<file path="config.mk">
export PLATFORM = sky130hd
export DESIGN_NAME = sim_exit_monitor
export DESIGN_NICKNAME = d
export VERILOG_FILES = /design/src/rtl/sim_monitor_pkg.sv /design/src/rtl/sync_fifo.sv /design/src/rtl/sim_exit_monitor.sv
export SDC_FILE = /design/constraint.sdc
export NUM_CORES = 1
export LEC_CHECK = 0
export ABC_AREA = 1
export ABC_CLOCK_PERIOD_IN_PS = 1910
export CELL_PAD_IN_SITES_DETAIL_PLACEMENT = 0
export CELL_PAD_IN_SITES_GLOBAL_PLACEMENT = 1
export CORE_ASPECT_RATIO = 1.4
export CORE_MARGIN = 2
export CORE_UTILIZATION = 30
export DETAILED_ROUTE_END_ITERATION = 7
export GPL_ROUTABILITY_DRIVEN = 1
export PLACE_DENSITY_LB_ADDON = 0.15
export SLEW_MARGIN = 20
export SYNTH_ARGS = -nofsm -noshare
export SYNTH_HDL_FRONTEND = slang
export SYNTH_SLANG_ARGS = --single-unit
</file>
<file path="constraint.sdc">
create_clock -name clk_i -period 1.91 [get_ports clk_i]
set_input_delay 0.382 -clock clk_i [delete_from_list [all_inputs] [get_ports clk_i]]
set_output_delay 0.382 -clock clk_i [all_outputs]
set_load 0.01 [all_outputs]
</file>
<file path="src/rtl/sim_monitor_pkg.sv">
// rtl/sim_monitor_pkg.sv - shared verdict codes and FSM state encodings for the exit monitor
// Purpose: constants shared by the exit monitor and its bench.
// Contents: verdict_t (NONE/PASS/FAIL/TIMEOUT as driven on verdict_o),
//           STATE_* encodings of the RUN -> DRAIN -> DONE sequence.
package sim_monitor_pkg;

    typedef enum logic [1:0] {
        VERDICT_NONE    = 2'd0,
        VERDICT_PASS    = 2'd1,
        VERDICT_FAIL    = 2'd2,
        VERDICT_TIMEOUT = 2'd3
    } verdict_t;

    localparam logic [1:0] STATE_RUN   = 2'd0;
    localparam logic [1:0] STATE_DRAIN = 2'd1;
    localparam logic [1:0] STATE_DONE  = 2'd2;

endpackage

</file>
<file path="src/rtl/sync_fifo.sv">
// rtl/sync_fifo.sv - single-clock FIFO with registered head, no fall-through
// Purpose: buffers console bytes between the snooped bus and the drain stream.
// Ports:
//   clk        in   clock
//   rst        in   synchronous active-high reset, discards contents
//   push       in   write request (accepted when not full, or when popping)
//   push_data  in   WIDTH data to write
//   pop        in   read request (ignored when empty)
//   full       out  DEPTH entries held
//   empty      out  no entries held
//   head_data  out  oldest entry, valid while !empty
module sync_fifo #(
    parameter int WIDTH = 8,
    parameter int DEPTH = 16
) (
    input  logic             clk,
    input  logic             rst,
    input  logic             push,
    input  logic [WIDTH-1:0] push_data,
    input  logic             pop,
    output logic             full,
    output logic             empty,
    output logic [WIDTH-1:0] head_data
);

    localparam int AW = $clog2(DEPTH);

    logic [WIDTH-1:0] mem [DEPTH];
    logic [AW:0]      wr_ptr;
    logic [AW:0]      rd_ptr;
    logic             do_push;
    logic             do_pop;

    // One extra pointer bit tells a full ring from an empty one.
    assign empty = (wr_ptr == rd_ptr);
    assign full  = (wr_ptr[AW] != rd_ptr[AW]) && (wr_ptr[AW-1:0] == rd_ptr[AW-1:0]);

    assign do_pop  = pop && !empty;
    // When full, a same-cycle pop frees the slot the write lands in.
    assign do_push = push && (!full || do_pop);

    assign head_data = mem[rd_ptr[AW-1:0]];

    always_ff @(posedge clk) begin
        if (rst) begin
            wr_ptr <= '0;
            rd_ptr <= '0;
        end else begin
            if (do_push) begin
                wr_ptr <= wr_ptr + (AW+1)'(1);
            end
            if (do_pop) begin
                rd_ptr <= rd_ptr + (AW+1)'(1);
            end
        end
    end

    always_ff @(posedge clk) begin
        if (do_push) begin
            mem[wr_ptr[AW-1:0]] <= push_data;
        end
    end

endmodule

</file>
<file path="src/rtl/sim_exit_monitor.sv">
// rtl/sim_exit_monitor.sv - snoops dbus for exit/console writes and reports a final verdict
// Purpose: decodes exit writes (pass/fail), console byte writes (buffered and streamed out)
//          and a run timeout; raises done_o once the verdict is final and the console drained.
// Ports:
//   clk_i, rst_i         clock, synchronous active-high reset
//   dbus_cmd_addr_i      snooped address
//   dbus_cmd_we_i        snooped write strobe
//   dbus_write_data_i    snooped write data
//   cons_valid_o/cons_data_o/cons_ready_i   console byte stream
//   done_o               sticky, verdict final and console drained
//   verdict_o            0 none, 1 pass, 2 fail, 3 timeout
//   fail_data_o          data of the exit write
//   cycles_o             saturating cycles spent in RUN
//   overflow_o           sticky, a console byte was dropped
module sim_exit_monitor #(
    parameter int                ADDR_W     = 32,
    parameter int                DATA_W     = 32,
    parameter logic [ADDR_W-1:0] EXIT_MASK  = 32'hF000_0000,
    parameter logic [ADDR_W-1:0] EXIT_BASE  = 32'h1000_0000,
    parameter logic [ADDR_W-1:0] CONS_MASK  = 32'hFFFF_FFFF,
    parameter logic [ADDR_W-1:0] CONS_BASE  = 32'h2000_0000,
    parameter logic [DATA_W-1:0] PASS_VALUE = 32'h777,
    parameter int                TIMEOUT    = 2500,
    parameter int                DRAIN_MAX  = 256,
    parameter int                FIFO_DEPTH = 16,
    parameter int                CNT_W      = 64
) (
    input  logic              clk_i,
    input  logic              rst_i,
    input  logic [ADDR_W-1:0] dbus_cmd_addr_i,
    input  logic              dbus_cmd_we_i,
    input  logic [DATA_W-1:0] dbus_write_data_i,
    output logic              cons_valid_o,
    output logic [7:0]        cons_data_o,
    input  logic              cons_ready_i,
    output logic              done_o,
    output logic [1:0]        verdict_o,
    output logic [DATA_W-1:0] fail_data_o,
    output logic [CNT_W-1:0]  cycles_o,
    output logic              overflow_o
);

    import sim_monitor_pkg::*;

    localparam int                DRAIN_W      = $clog2(DRAIN_MAX + 1);
    localparam logic [DRAIN_W-1:0] DRAIN_LAST  = DRAIN_W'(DRAIN_MAX - 1);
    // Only meaningful when TIMEOUT != 0; the compare below is gated on that.
    localparam logic [CNT_W-1:0]   TIMEOUT_LAST = CNT_W'(TIMEOUT - 1);

    logic [1:0]         state;
    logic [DRAIN_W-1:0] drain_cnt;
    logic               exit_hit;
    logic               cons_hit;
    logic               timeout_hit;
    logic               push;
    logic               pop;
    logic               fifo_full;
    logic               fifo_empty;

    // Exit decode wins over console decode for overlapping regions.
    assign exit_hit    = dbus_cmd_we_i && ((dbus_cmd_addr_i & EXIT_MASK) == EXIT_BASE);
    assign cons_hit    = dbus_cmd_we_i && ((dbus_cmd_addr_i & CONS_MASK) == CONS_BASE) && !exit_hit;
    assign timeout_hit = (TIMEOUT != 0) && (cycles_o == TIMEOUT_LAST);

    assign push         = cons_hit && (state == STATE_RUN);
    assign cons_valid_o = !fifo_empty;
    assign pop          = cons_valid_o && cons_ready_i;
    assign done_o       = (state == STATE_DONE);

    sync_fifo #(
        .WIDTH (8),
        .DEPTH (FIFO_DEPTH)
    ) u_cons_fifo (
        .clk       (clk_i),
        .rst       (rst_i),
        .push      (push),
        .push_data (dbus_write_data_i[7:0]),
        .pop       (pop),
        .full      (fifo_full),
        .empty     (fifo_empty),
        .head_data (cons_data_o)
    );

    always_ff @(posedge clk_i) begin
        if (rst_i) begin
            state       <= STATE_RUN;
            verdict_o   <= VERDICT_NONE;
            fail_data_o <= '0;
            cycles_o    <= '0;
            overflow_o  <= 1'b0;
            drain_cnt   <= '0;
        end else begin
            if (push && fifo_full && !pop) begin
                overflow_o <= 1'b1;
            end
            case (state)
                STATE_RUN: begin
                    if (cycles_o != '1) begin
                        cycles_o <= cycles_o + CNT_W'(1);
                    end
                    drain_cnt <= '0;
                    if (exit_hit) begin
                        fail_data_o <= dbus_write_data_i;
                        verdict_o   <= (dbus_write_data_i == PASS_VALUE) ? VERDICT_PASS : VERDICT_FAIL;
                        state       <= STATE_DRAIN;
                    end else if (timeout_hit) begin
                        verdict_o <= VERDICT_TIMEOUT;
                        state     <= STATE_DRAIN;
                    end
                end
                STATE_DRAIN: begin
                    if (fifo_empty || (drain_cnt == DRAIN_LAST)) begin
                        state <= STATE_DONE;
                    end else begin
                        drain_cnt <= drain_cnt + DRAIN_W'(1);
                    end
                end
                default: begin
                    state <= state;
                end
            endcase
        end
    end

endmodule

</file>
## Word level (Yosys, flattened, before mapping)

Memory sizes are Yosys's and may differ from the RTL's. A register that Yosys moved wholly into a read port is not among the register bits.
Cells that the tools add are included.

| cells by class | value |
|---|---|
| bitwise gates (word level) | 0 |
| shifts and indexed selects | 0 |
| multiply operators | 0 |
| mux-type cells | 13 |
| divide/modulo/power cells | 0 |
| eq/ne operators | 14 |
| reductions and logical operators | 24 |
| $lt $le $gt $ge | 0 |
| add/sub/neg operators | 4 |

Operators with widths:

| kind | number |
|---|---|
| 64-bit by 1-bit adder with 64-bit output (second input constant) | 1 |
| 64-bit by 12-bit == test with 1-bit output (second input constant) | 1 |
| 64-bit inequality test (second input constant) | 1 |
| 32-bit by 11-bit == test with 1-bit output (second input constant) | 1 |
| 32-bit by 30-bit == test with 1-bit output (second input constant) | 1 |
| 9-bit case mux with 2 select lines | 1 |
| 2-bit 2-to-1 mux | 6 |
| 5-bit by 1-bit adder with 5-bit output (second input constant) | 2 |
| 1-bit logical AND | 10 |
| 9-bit by 1-bit adder with 9-bit output (second input constant) | 1 |
| 9-bit by 8-bit == test with 1-bit output (second input constant) | 1 |
| 9-bit 2-to-1 mux | 1 |
| 4-bit 2-to-1 mux | 2 |
| 2-bit AND reduction | 4 |
| 5-bit == test | 1 |
| 4-bit by 1-bit == test with 1-bit output (second input constant) | 1 |
| 4-bit == test | 1 |
| 1-bit logical NOT | 4 |
| 2-bit inequality test (second input constant) | 2 |
| 2-bit case mux with 2 select lines | 1 |
| 2-bit nonzero test | 2 |
| 3-bit inequality test (second input constant) | 1 |
| 3-bit AND reduction | 1 |
| 2-bit by 1-bit == test with 1-bit output (second input constant) | 1 |
| other kinds (5) | 7 |

| word-level totals | value |
|---|---|
| bits of input ports | 68 |
| memories | 1 |
| memory bits (writable) | 128 |
| output and inout port bits | 109 |
| flip-flop bits (word level) | 120 |
| bits in read-only memories | 0 |
| latch bits | 0 |
| logic and storage cells | 64 |

Memories:

| name | words | width | rd ports | clocked after Yosys merged registers in | wr ports | line | text |
|---|---|---|---|---|---|---|---|
| u_cons_fifo.mem | 16 | 8 | 1 | 1 | 1 | sync_fifo.sv:28 | `logic [WIDTH-1:0] mem [DEPTH];` |

## Logic depth before layout (Yosys ltp)

Gate-level depths: netlist of the first run.

| logic depth | value |
|---|---|
| depth in word-level cells | 8 |
| gate-level depth with buffers | 13 |
| gate-level depth less buffers | 11 |

## Cells and area by module

A second synthesis of the first run with hierarchy kept.

| second synthesis, totals | value |
|---|---|
| cells, all modules | 1601 |
| area total of the unflattened synthesis | 12400.6 um2 |

Modules (own cells, without submodules):

| module | area an instance (um2) | seq. area each (um2) | cells each | times used |
|---|---|---|---|---|
| sim_exit_monitor | 6555.0 | 2202.1 | 1108 | 1 |
| sync_fifo | 5845.6 | 4124.0 | 493 | 1 |

## Worst setup path before layout of the first run

No wires, ideal clock.

| timing | value |
|---|---|
| path kind | input to register |
| start point | input port dbus_cmd_addr_i[19] |
| end point | memory u_cons_fifo.mem[3][0], enable pin |
| path buffers | 0 |
| data arrival time | 1.663 ns |
| setup slack | -0.123 ns |
| stages | 6 |
| library setup time | 0.370 ns |
| required time | 1.540 ns |
| cells stage by stage | nor2_1 nor3b_1 nand2_1 nor3_2 nand2_1 nor2_1 |

| between the ends | value |
|---|---|
| longest elaborated chain between the ends | 7 |

Ends and longest elaborated chain:

| what | line | text |
|---|---|---|
| from (decl) | sim_exit_monitor.sv:30 | `input logic [ADDR_W-1:0] dbus_cmd_addr_i,` |
| 32-bit by 30-bit == test with 1-bit output | sim_exit_monitor.sv:62 | `assign cons_hit = dbus_cmd_we_i && ((dbus_cmd_addr_i & CONS_MASK) == CONS_BASE) && !exit_hit;` |
| 1-bit logical AND (2 in series) | sim_exit_monitor.sv:62 |  |
| 1-bit logical AND | sim_exit_monitor.sv:65 | `assign push = cons_hit && (state == STATE_RUN);` |
| 1-bit logical AND | sync_fifo.sv:40 | `assign do_push = push && (!full \|\| do_pop);` |
| 1-bit 2-to-1 mux | sync_fifo.sv:59 | `if (do_push) begin` |
| 1-bit 2-to-1 mux (implied by the code) | sync_fifo.sv:60 | `mem[wr_ptr[AW-1:0]] <= push_data;` |
| to (decl) | sync_fifo.sv:28 |  |

Every way passes these cells.

==> results of run 1 <==
## kinds of logic (layout without fill, tap and decap cells)
| kind of cell | Yosys count | in the layout |
|---|---|---|
| buffers and inverters | 180 | 587 |
| XOR/XNOR | 39 | 39 |
| AND/OR/NAND/NOR | 823 | 823 |
| adder cells (fa/ha/maj) | 8 | 8 |
| multiplexers | 32 | 32 |
| AO/OA/AOI/OAI | 244 | 244 |
| flip-flops | 252 | 252 |
## layout make-up
cell class              instances  share of cell area [%]
clock buffers                  40                    4.44
clock inverters                12                   0.653
inverters                     124                    2.56
multi-input cells            1146                    32.5
flip-flops and latches        252                    34.6
well taps                     540                    3.67
repair buffers                411                    21.5
## metal layers
layer / wire length, µm / up-vias / global-route usage (%)
met5: 0 / - / 0
met4: 2590 / 0 / 11.5
met3: 1790 / 101 / 2.31
met2: 27100 / 319 / 42.8
met1: 17300 / 5661 / 22.3
li1: - / 5996 / -
## critical path, stage by stage, from the launching register on
cell and delay (ps):
dfxtp_4 360, buf_12 150, buf_6 140, mux2i_1 140
o211ai_1 290, nand3_1 190, nand2_1 100, buf_2 130
## sequential cells by signal (all words and copies together), names as in the netlist, named ones only
| signal | flops |
|---|---|
| fail_data_o | 32 |
| u_cons_fifo.mem | 128 |
| drain_cnt | 9 |
| u_cons_fifo.rd_ptr | 5 |
| verdict_o | 2 |
| state | 2 |
| cycles_o | 64 |
| u_cons_fifo.wr_ptr | 5 |
| overflow_o | 1 |
## metrics by stage
stage | utilization, % | instances
3_5_place_dp | 39.8 | 2444
5_1_grt | 44.5 | 2525
6_report | 44.5 | 2525
3_3_place_gp | 39.8 | 2444
2_1_floorplan | - | 1578
4_1_cts | 42.9 | 2513
## repair_timing
item | in CTS | in global routing
endpoints found under the setup margin | 220 | 212
pin swaps | 31 | 41
setup buffers | 11 | 7
resized for setup | 191 | 154
gates cloned | 7 | 6
## synth_stat cells
library cell	count	area, µm²
nand2_1	398	1490
xnor2_1	9	78.8
o21ai_0	94	470
nand3b_1	3	22.5
buf_4	1	7.51
nand4_1	32	200
a21oi_2	10	87.6
buf_8	1	15.0
inv_1	121	454
edfxtp_1	128	3840
nand2_2	10	62.6
dfxtp_1	124	2480
ha_1	8	100
clkinv_1	1	3.75
a21oi_1	107	536
clkbuf_1	32	120
buf_6	11	124
nand3_1	60	300
inv_2	1	3.75
nand2_4	1	11.3
nor3b_1	2	15.0
nor3_2	1	10.0
nor2_4	3	33.8
o211ai_1	32	240
a21boi_0	1	7.51
nor3_1	14	70.1
nor2_2	4	25.0
buf_1	3	11.3
clkinv_4	1	8.76
xor2_1	30	263
or2_2	2	12.5
mux2i_1	32	320
nor2_1	293	1100
buf_2	8	40.0
## report_power, final
group / internal (mW) / switching, mW
sequential: 5.71 / 0.0305
clock: 3.24 / 2.25
combinational: 0.744 / 0.805
## how the worst max path moves through the flow
stage | slack [ps] | endpoint | depth (start not counted) | from
detailed placement | -670 | u_cons_fifo.mem[8][6] | 9 | dbus_cmd_addr_i[19]
global placement | -660 | u_cons_fifo.mem[4][5] | 9 | dbus_cmd_addr_i[19]
finish | -530 | cons_data_o[7] | 7 | flop
CTS | -560 | cons_data_o[1] | 7 | flop
global route | -610 | cons_data_o[1] | 7 | flop
floorplan | -120 | u_cons_fifo.mem[3][0] | 6 | dbus_cmd_addr_i[19]
==> impl_metrics.csv, run 1 <==
group,metric,value,unit
outcome,status,"finished, violations left",
outcome,violations,"setup timing",
die,die_height,246,µm
layout,layout_commonest_cell,"nand2_1",
die,core_area,41300,µm²
hold_path,min_from,"rst_i",
synthesis,synthXorXnorAreaFrac,2.72,%
place,dp_slack,-673,ps
critical_path,cp.arrival,2060,ps
synthesis,yosysSeqAreaShare,50.3,%
route,vias,12100,
route,wl_per_cell,19.3,µm
sta,timing.final.ws_setup,-533,ps
clock_tree,cts_buffer_depth,3,
sta,hold_ws,312,ps
synthesis,synth_nets,1654,
clock_tree,clk_pin_slew_worst_paths,60,ps
route,drt_iter0_drc,735,
global_route,grt_start_max_net_pins,48,
layout,antenna_cells,0,
power_and_ir_drop,ir_drop,689,µV
hold_path,hold_end,"state[1]",
clock_tree,insertion_delay,560,ps
layout,area_growth,46.3,%
global_route,overflow,0,
power_and_ir_drop,power,12.8,mW
critical_path,crit_fanout,10,
critical_path,critPathKind,"reg2out",
power_and_ir_drop,pwr_density_cell,695,nW/µm²
sta,drv_slew,0,
route,routed_via_density,4.78,
synthesis,syn_inst,1578,
layout,fill_cells,4161,
clock_tree,clockRootBuffer,"clkbuf_16",
global_route,grt_pass1_wl,71300,µm
route,firstDrtPassIters,7,
critical_path,cp.required,1530,ps
power_and_ir_drop,leakagePower,7.03,nW
critical_path,r2r-start,"cycles_o[0]",
sta,skew,15.0,ps
hold_path,whs_path_depth,3,
global_route,antenna_found_initial,0,
place,hpwl,35500,µm
clock_tree,ctsHoldBuffers,0,
critical_path,reg2reg_to,"cycles_o[55]",
synthesis,yosys_register_bits,252,
route,drt_wl_total,48700,µm
layout,multiInputGateArea,5980,µm²
synthesis,synthAdderAreaFrac,0.796,%
synthesis,synth_compound_area_share,10.7,%
place,numPortBuffers,176,
sta,period_needed,2440,ps
critical_path,reg2reg_depth,12,
sta,hold_viol,0,
die,num_rows,88,
synthesis,synth_top_family_by_area,"simple AND/OR/NAND/NOR gates",
die,start_util,30.5,%
route,antenna_left,0,
critical_path,crit_path_end_kind,"primary output",
die,pin_count,177,
synthesis,synthSimpleGateAreaFrac,26.7,%
sta,setup_viol,8,
clock_tree,cts.sinks,252,
sta,min_period_over_period,128,%
clock_tree,cts_made_buffers,28,
layout,nets,2039,
layout,mostFrequentLayoutCells,"380 x nand2_1, 247 x nor2_1, 182 x buf_4",
critical_path,r2r_setup_slack,70,ps
layout,layout-drive-gt1-share,23.4,%
hold_path,hold_class,"in2reg",
sta,worst-slew-pin-transition,466,ps
clock_tree,cts_tree,"yes",
layout,regArea,6370,µm²
sta,rsz0062_at_grt,"true",
die,die_area,43600,µm²
die,die_w,177,µm
place,gp_congestion,0.929,
synthesis,synth_cell_types,34,
synthesis,syn_area,12600,µm²
place,placed_area,16400,µm²
synthesis,yosys_warnings,0,
sta,fmax,409,MHz
route,drc,0,
flow_run,maxCapViolations,0,
synthesis,syn_avg_cell_area,7.97,µm²
global_route,grt_pass1_vias,12100,
global_route,grt_usage,21.8,%
sta,slew_headroom,68.9,%
sta,tns,-4080,ps
critical_path,critPathLaunchType,"flop",
synthesis,yosys-mux-area-fraction,2.55,%
layout,final_area,18400,µm²
clock_tree,cts-htree-levels,1,
No activity file was read; power rests on OpenSTA's default activity.
==> run 2: changes to the inputs <==
- CORE_MARGIN: 2 -> default
==> impl_metrics.csv, run 2 (synthesis results as in run 1) <==
group,metric,value,unit
die,die_area,42700,µm²
sta,fmax,412,MHz
critical_path,r2r-start,"cycles_o[1]",
global_route,antenna_found_initial,1,
power_and_ir_drop,ir_drop,767,µV
clock_tree,cts_buffer_depth,3,
layout,fill_cells,4189,
route,antenna_left,0,
route,drt_wl_total,48800,µm
layout,area_growth,46.0,%
place,placed_area,16500,µm²
outcome,violations,"setup timing",
global_route,grt_start_max_net_pins,76,
sta,rsz0062_at_grt,"true",
global_route,grt_pass1_wl,70200,µm
sta,drv_slew,0,
layout,mostFrequentLayoutCells,"381 x nand2_1, 262 x nor2_1, 212 x buf_4",
route,drc,0,
place,gp_congestion,0.900,
hold_path,whs_path_depth,3,
die,start_util,30.5,%
clock_tree,ctsHoldBuffers,0,
place,dp.cells,2451,
place,hpwl,35400,µm
sta,timing.final.ws_setup,-518,ps
sta,skew,18.4,ps
critical_path,critPathKind,"reg2out",
clock_tree,cts_made_buffers,28,
sta,min_period_over_period,127,%
layout,final_cells,2545,
critical_path,critPathLaunchType,"flop",
clock_tree,cts-htree-levels,1,
layout,largest_reg_flops,128,
route,firstDrtPassIters,6,
power_and_ir_drop,pwr_density_cell,698,nW/µm²
die,pin_count,177,
critical_path,crit_fanout,6,
global_route,grt_usage,21.9,%
power_and_ir_drop,leakagePower,7.18,nW
route,wl_per_cell,19.2,µm
clock_tree,clockRootBuffer,"clkbuf_16",
sta,hold_viol,0,
sta,worst-slew-pin-transition,567,ps
global_route,grt_pass1_vias,12100,
route,drt_iter0_drc,559,
critical_path,cp.required,1530,ps
hold_path,hold_end,"drain_cnt[7]",
die,core_area,41300,µm²
critical_path,reg2reg_to,"cycles_o[28]",
route,vias,12100,
layout,layout-drive-gt1-share,23.0,%
sta,setup_viol,8,
sta,slew_headroom,61.9,%
die,die_height,244,µm
hold_path,min_from,"rst_i",
flow_run,maxCapViolations,0,
hold_path,hold_class,"in2reg",
clock_tree,cts_tree,"yes",
sta,period_needed,2430,ps
layout,nets,2058,
route,routed_via_density,4.76,
place,numPortBuffers,176,
clock_tree,insertion_delay,560,ps
critical_path,r2r_setup_slack,60,ps
critical_path,crit_path_end_kind,"primary output",
layout,layout_commonest_cell,"nand2_1",
critical_path,cp.arrival,2050,ps
critical_path,reg2reg_depth,13,
die,die_w,175,µm
die,num_rows,88,
clock_tree,cts.sinks,252,
layout,final_area,18400,µm²
outcome,status,"finished, violations left",
global_route,overflow,0,
clock_tree,clk_pin_slew_worst_paths,70,ps
[run 2: changes by cell type in the layout (fill, tap and decap cells not counted), sizes merged, moves of 2 or more]
cell and change:
clkinvlp -2, inv +3, dlygate4sd2 -4, clkbuf -2, buf +14, clkdlybuf4s50 +2, clkinv +5
[run 2: layer usage]
metal	up-vias	GRT usage, %	routed length, µm
met5	-	0	0
met1	5689	21.5	17300
li1	6031	-	-
met3	100	2.30	1580
met2	299	43.6	26800
met4	0	12.4	3100
[run 2: where the power goes]
group	switching, mW	total, mW	internal (mW)
combinational	0.771	1.49	0.721
clock	2.32	5.57	3.24
sequential	0.0408	5.75	5.71
[run 2: worst max-delay path, stage by stage, from the launching register on]
cell and delay [ps]:
dfxtp_4 460, buf_12 160, buf_6 100, mux2i_2 210
o211ai_1 130, o211ai_1 150, nand2_1 130, buf_6 140
[run 2: through the flow]
step                setup TNS [ps]  util [%]  setup WS (ps)  hold WS, ps  total power, mW
finish                       -3860      44.5           -518          349             12.8
global placement            -93900      39.9           -710          447             7.09
global route                 -5020      44.5           -603          374             13.3
CTS                          -4220      42.8           -558          343             12.8
floorplan                   -14690         -           -123          462             6.40
detailed placement          -95000      39.9           -720          468             7.09
[run 2: cell type report]
cell class / instances / area [µm²] / share of cell area, %
diodes: 1 / 2.50 / 0.0136
multi-input cells: 1146 / 5820 / 31.7
inverters: 124 / 495 / 2.70
flip-flops and latches: 252 / 6380 / 34.7
repair inverters: 1 / 8.76 / 0.0477
well taps: 540 / 676 / 3.68
repair buffers: 429 / 4040 / 22.0
clock inverters: 18 / 190 / 1.04
clock buffers: 34 / 754 / 4.11
[run 2: how the worst max path moves through the flow]
stage	start	to	slack, ps	cells after the start
finish	flop	cons_data_o[1]	-520	7
detailed placement	dbus_cmd_addr_i[19]	u_cons_fifo.mem[1][3]	-720	9
global placement	dbus_cmd_addr_i[19]	u_cons_fifo.mem[9][2]	-710	9
CTS	flop	cons_data_o[0]	-560	8
floorplan	dbus_cmd_addr_i[19]	u_cons_fifo.mem[3][0]	-120	6
global route	flop	cons_data_o[7]	-600	9
[run 2: timing repair]
item / 4_1_cts / 5_1_grt
pin swaps: 30 / 33
gates cloned: 5 / 11
endpoints found under the hold margin: 0 / 0
setup buffers: 10 / 17
endpoints found under the setup margin: 184 / 206
gates resized for setup: 173 / 109
==> run 3: changes to the inputs <==
- ABC_CLOCK_PERIOD_IN_PS: 1910 -> 2500
- CTS_CLUSTER_DIAMETER: default -> 60
- clock period: 1.91 -> 2.5 ns (I/O delays scaled with it)
==> impl_metrics.csv, run 3 (synthesis results as in run 1) <==
group,metric,value,unit
power_and_ir_drop,pwr_density_cell,580,nW/µm²
clock_tree,clockRootBuffer,"clkbuf_16",
sta,skew,24.5,ps
layout,layout_commonest_cell,"nand2_1",
die,die_area,42700,µm²
global_route,grt_pass1_vias,11900,
sta,min_period_over_period,104,%
clock_tree,cts_tree,"yes",
outcome,violations,"setup timing",
layout,nets,1927,
route,wl_per_cell,19.5,µm
layout,mostFrequentLayoutCells,"397 x nand2_1, 291 x nor2_1, 166 x clkdlybuf4s50_1",
clock_tree,cts_buffer_depth,3,
die,die_height,244,µm
route,drc,0,
critical_path,critPathLaunchType,"flop",
power_and_ir_drop,power,9.89,mW
clock_tree,cts_made_buffers,30,
place,gp_congestion,0.915,
sta,fmax,384,MHz
route,drt_wl_total,47100,µm
flow_run,maxCapViolations,0,
global_route,overflow,0,
clock_tree,insertion_delay,570,ps
sta,hold_ws,448,ps
sta,setup_viol,8,
sta,slew_headroom,65.2,%
critical_path,crit_chain,"buf_12 > buf_4 > mux2i_2 > o211ai_1 > o211ai_1 > nand2_1 > buf_2",
sta,timing.final.ws_setup,-102,ps
critical_path,critPathKind,"reg2out",
critical_path,cp_slowest_cell,"dfxtp_4",
critical_path,worst_path_largest_cell_delay,400,ps
sta,period_needed,2600,ps
hold_path,hold_class,"in2reg",
clock_tree,cts.sinks,252,
sta,worst-slew-pin-transition,520,ps
global_route,antenna_found_initial,0,
outcome,status,"finished, violations left",
layout,largest_reg_flops,128,
power_and_ir_drop,ir_drop,487,µV
die,core_area,41300,µm²
critical_path,crit_fanout,9,
clock_tree,cts-htree-levels,1,
global_route,grt_pass1_wl,69900,µm
die,die_w,175,µm
sta,drv_slew,0,
die,num_rows,88,
sta,rsz0062_at_grt,"true",
clock_tree,clk_pin_slew_worst_paths,60,ps
global_route,grt_start_max_net_pins,76,
route,drt_iter0_drc,522,
critical_path,cpMostUsedCell,"o211ai_1",
critical_path,cp.required,2000,ps
critical_path,cp.arrival,2100,ps
layout,area_growth,35.6,%
layout,layout-drive-gt1-share,12.7,%
place,hpwl,34700,µm
global_route,grt_usage,21.9,%
place,numPortBuffers,176,
route,routed_via_density,4.76,
critical_path,crit_path_end_kind,"primary output",
die,pin_count,177,
route,antenna_left,0,
route,vias,11500,
sta,tns,-523,ps
power_and_ir_drop,leakagePower,5.99,nW
die,start_util,30.5,%
sta,hold_viol,0,
place,dp_slack,-253,ps
layout,antenna_cells,0,
route,firstDrtPassIters,5,
==> run 3: cell types whose count changed in the layout (fill, tap and decap cells not counted), moves of 9 or more <==
cell             delta
buf_4             -118
buf_6               -9
clkdlybuf4s50_1    +64
dfxtp_1            +30
dfxtp_2            -28
dlygate4sd2_1      -59
nand2_1            +16
nand2_2            -10
nor2_1             +29
nor2_2             -22
o21ai_0            -11
o21ai_1            +12
==> run 3: timing repair <==
item / in CTS / in global routing
hold buffers: 0 / 0
pin swaps: 29 / 25
gates cloned: 7 / 2
endpoints found under the hold margin: 0 / 0
setup endpoints to repair: 9 / 9
resized for setup: 88 / 25
setup buffers: 10 / 4
==> run 3: layout make-up <==
type	instances	area (µm²)
inverter	124	470
clock buffer	37	787
clock inverter	19	206
multi-input combinational	1146	5580
sequential	252	6330
tap	540	676
timing repair buffer	297	2990
fill	4290	24200
==> run 3: metal layers <==
metal  vias up  GRT usage, %  part of all wire [%]
met1      5370          21.9                    36
li1       5772             -                     -
met3        87          2.15                   3.3
met2       278          43.9                    55
met5         -             0                     0
met4         0          10.8                   5.2
==> run 3: worst paths after layout <==
check	startpoint	endpoint	slack (ps)	cells past startpoint
worst max-delay path	flop	cons_data_o[1]	-100	7
worst min-delay path	rst_i	drain_cnt[7]	450	3
worst max register to register	cycles_o[14]	cycles_o[1]	320	10
worst min register to register	overflow_o	overflow_o	480	2
==> run 3: worst max-delay path, delay by kind of cell (launching register included) <==
kind	cells	cell delay, ps
AO/OA/AOI/OAI	2	280
buffers and inverters	3	490
flip-flops	1	400
multiplexers	1	230
AND/OR/NAND/NOR	1	120
==> run 3: report_power, final <==
| part | leakage, nW | switching (mW) | internal, mW |
|---|---|---|---|
| Clock | 0.466 | 1.82 | 2.57 |
| Combinational | 3.37 | 0.582 | 0.526 |
| Sequential | 2.15 | 0.0281 | 4.36 |
| Total | 5.99 | 2.43 | 7.46 |
==> run 3: through the flow <==
step	instance area [µm²]	instances	utilization [%]
finish	17000	2415	41.3
global route	17000	2415	41.3
CTS	16900	2411	41.0
detailed placement	15600	2338	37.7
global placement	15600	2338	37.7
floorplan	12600	1578	-
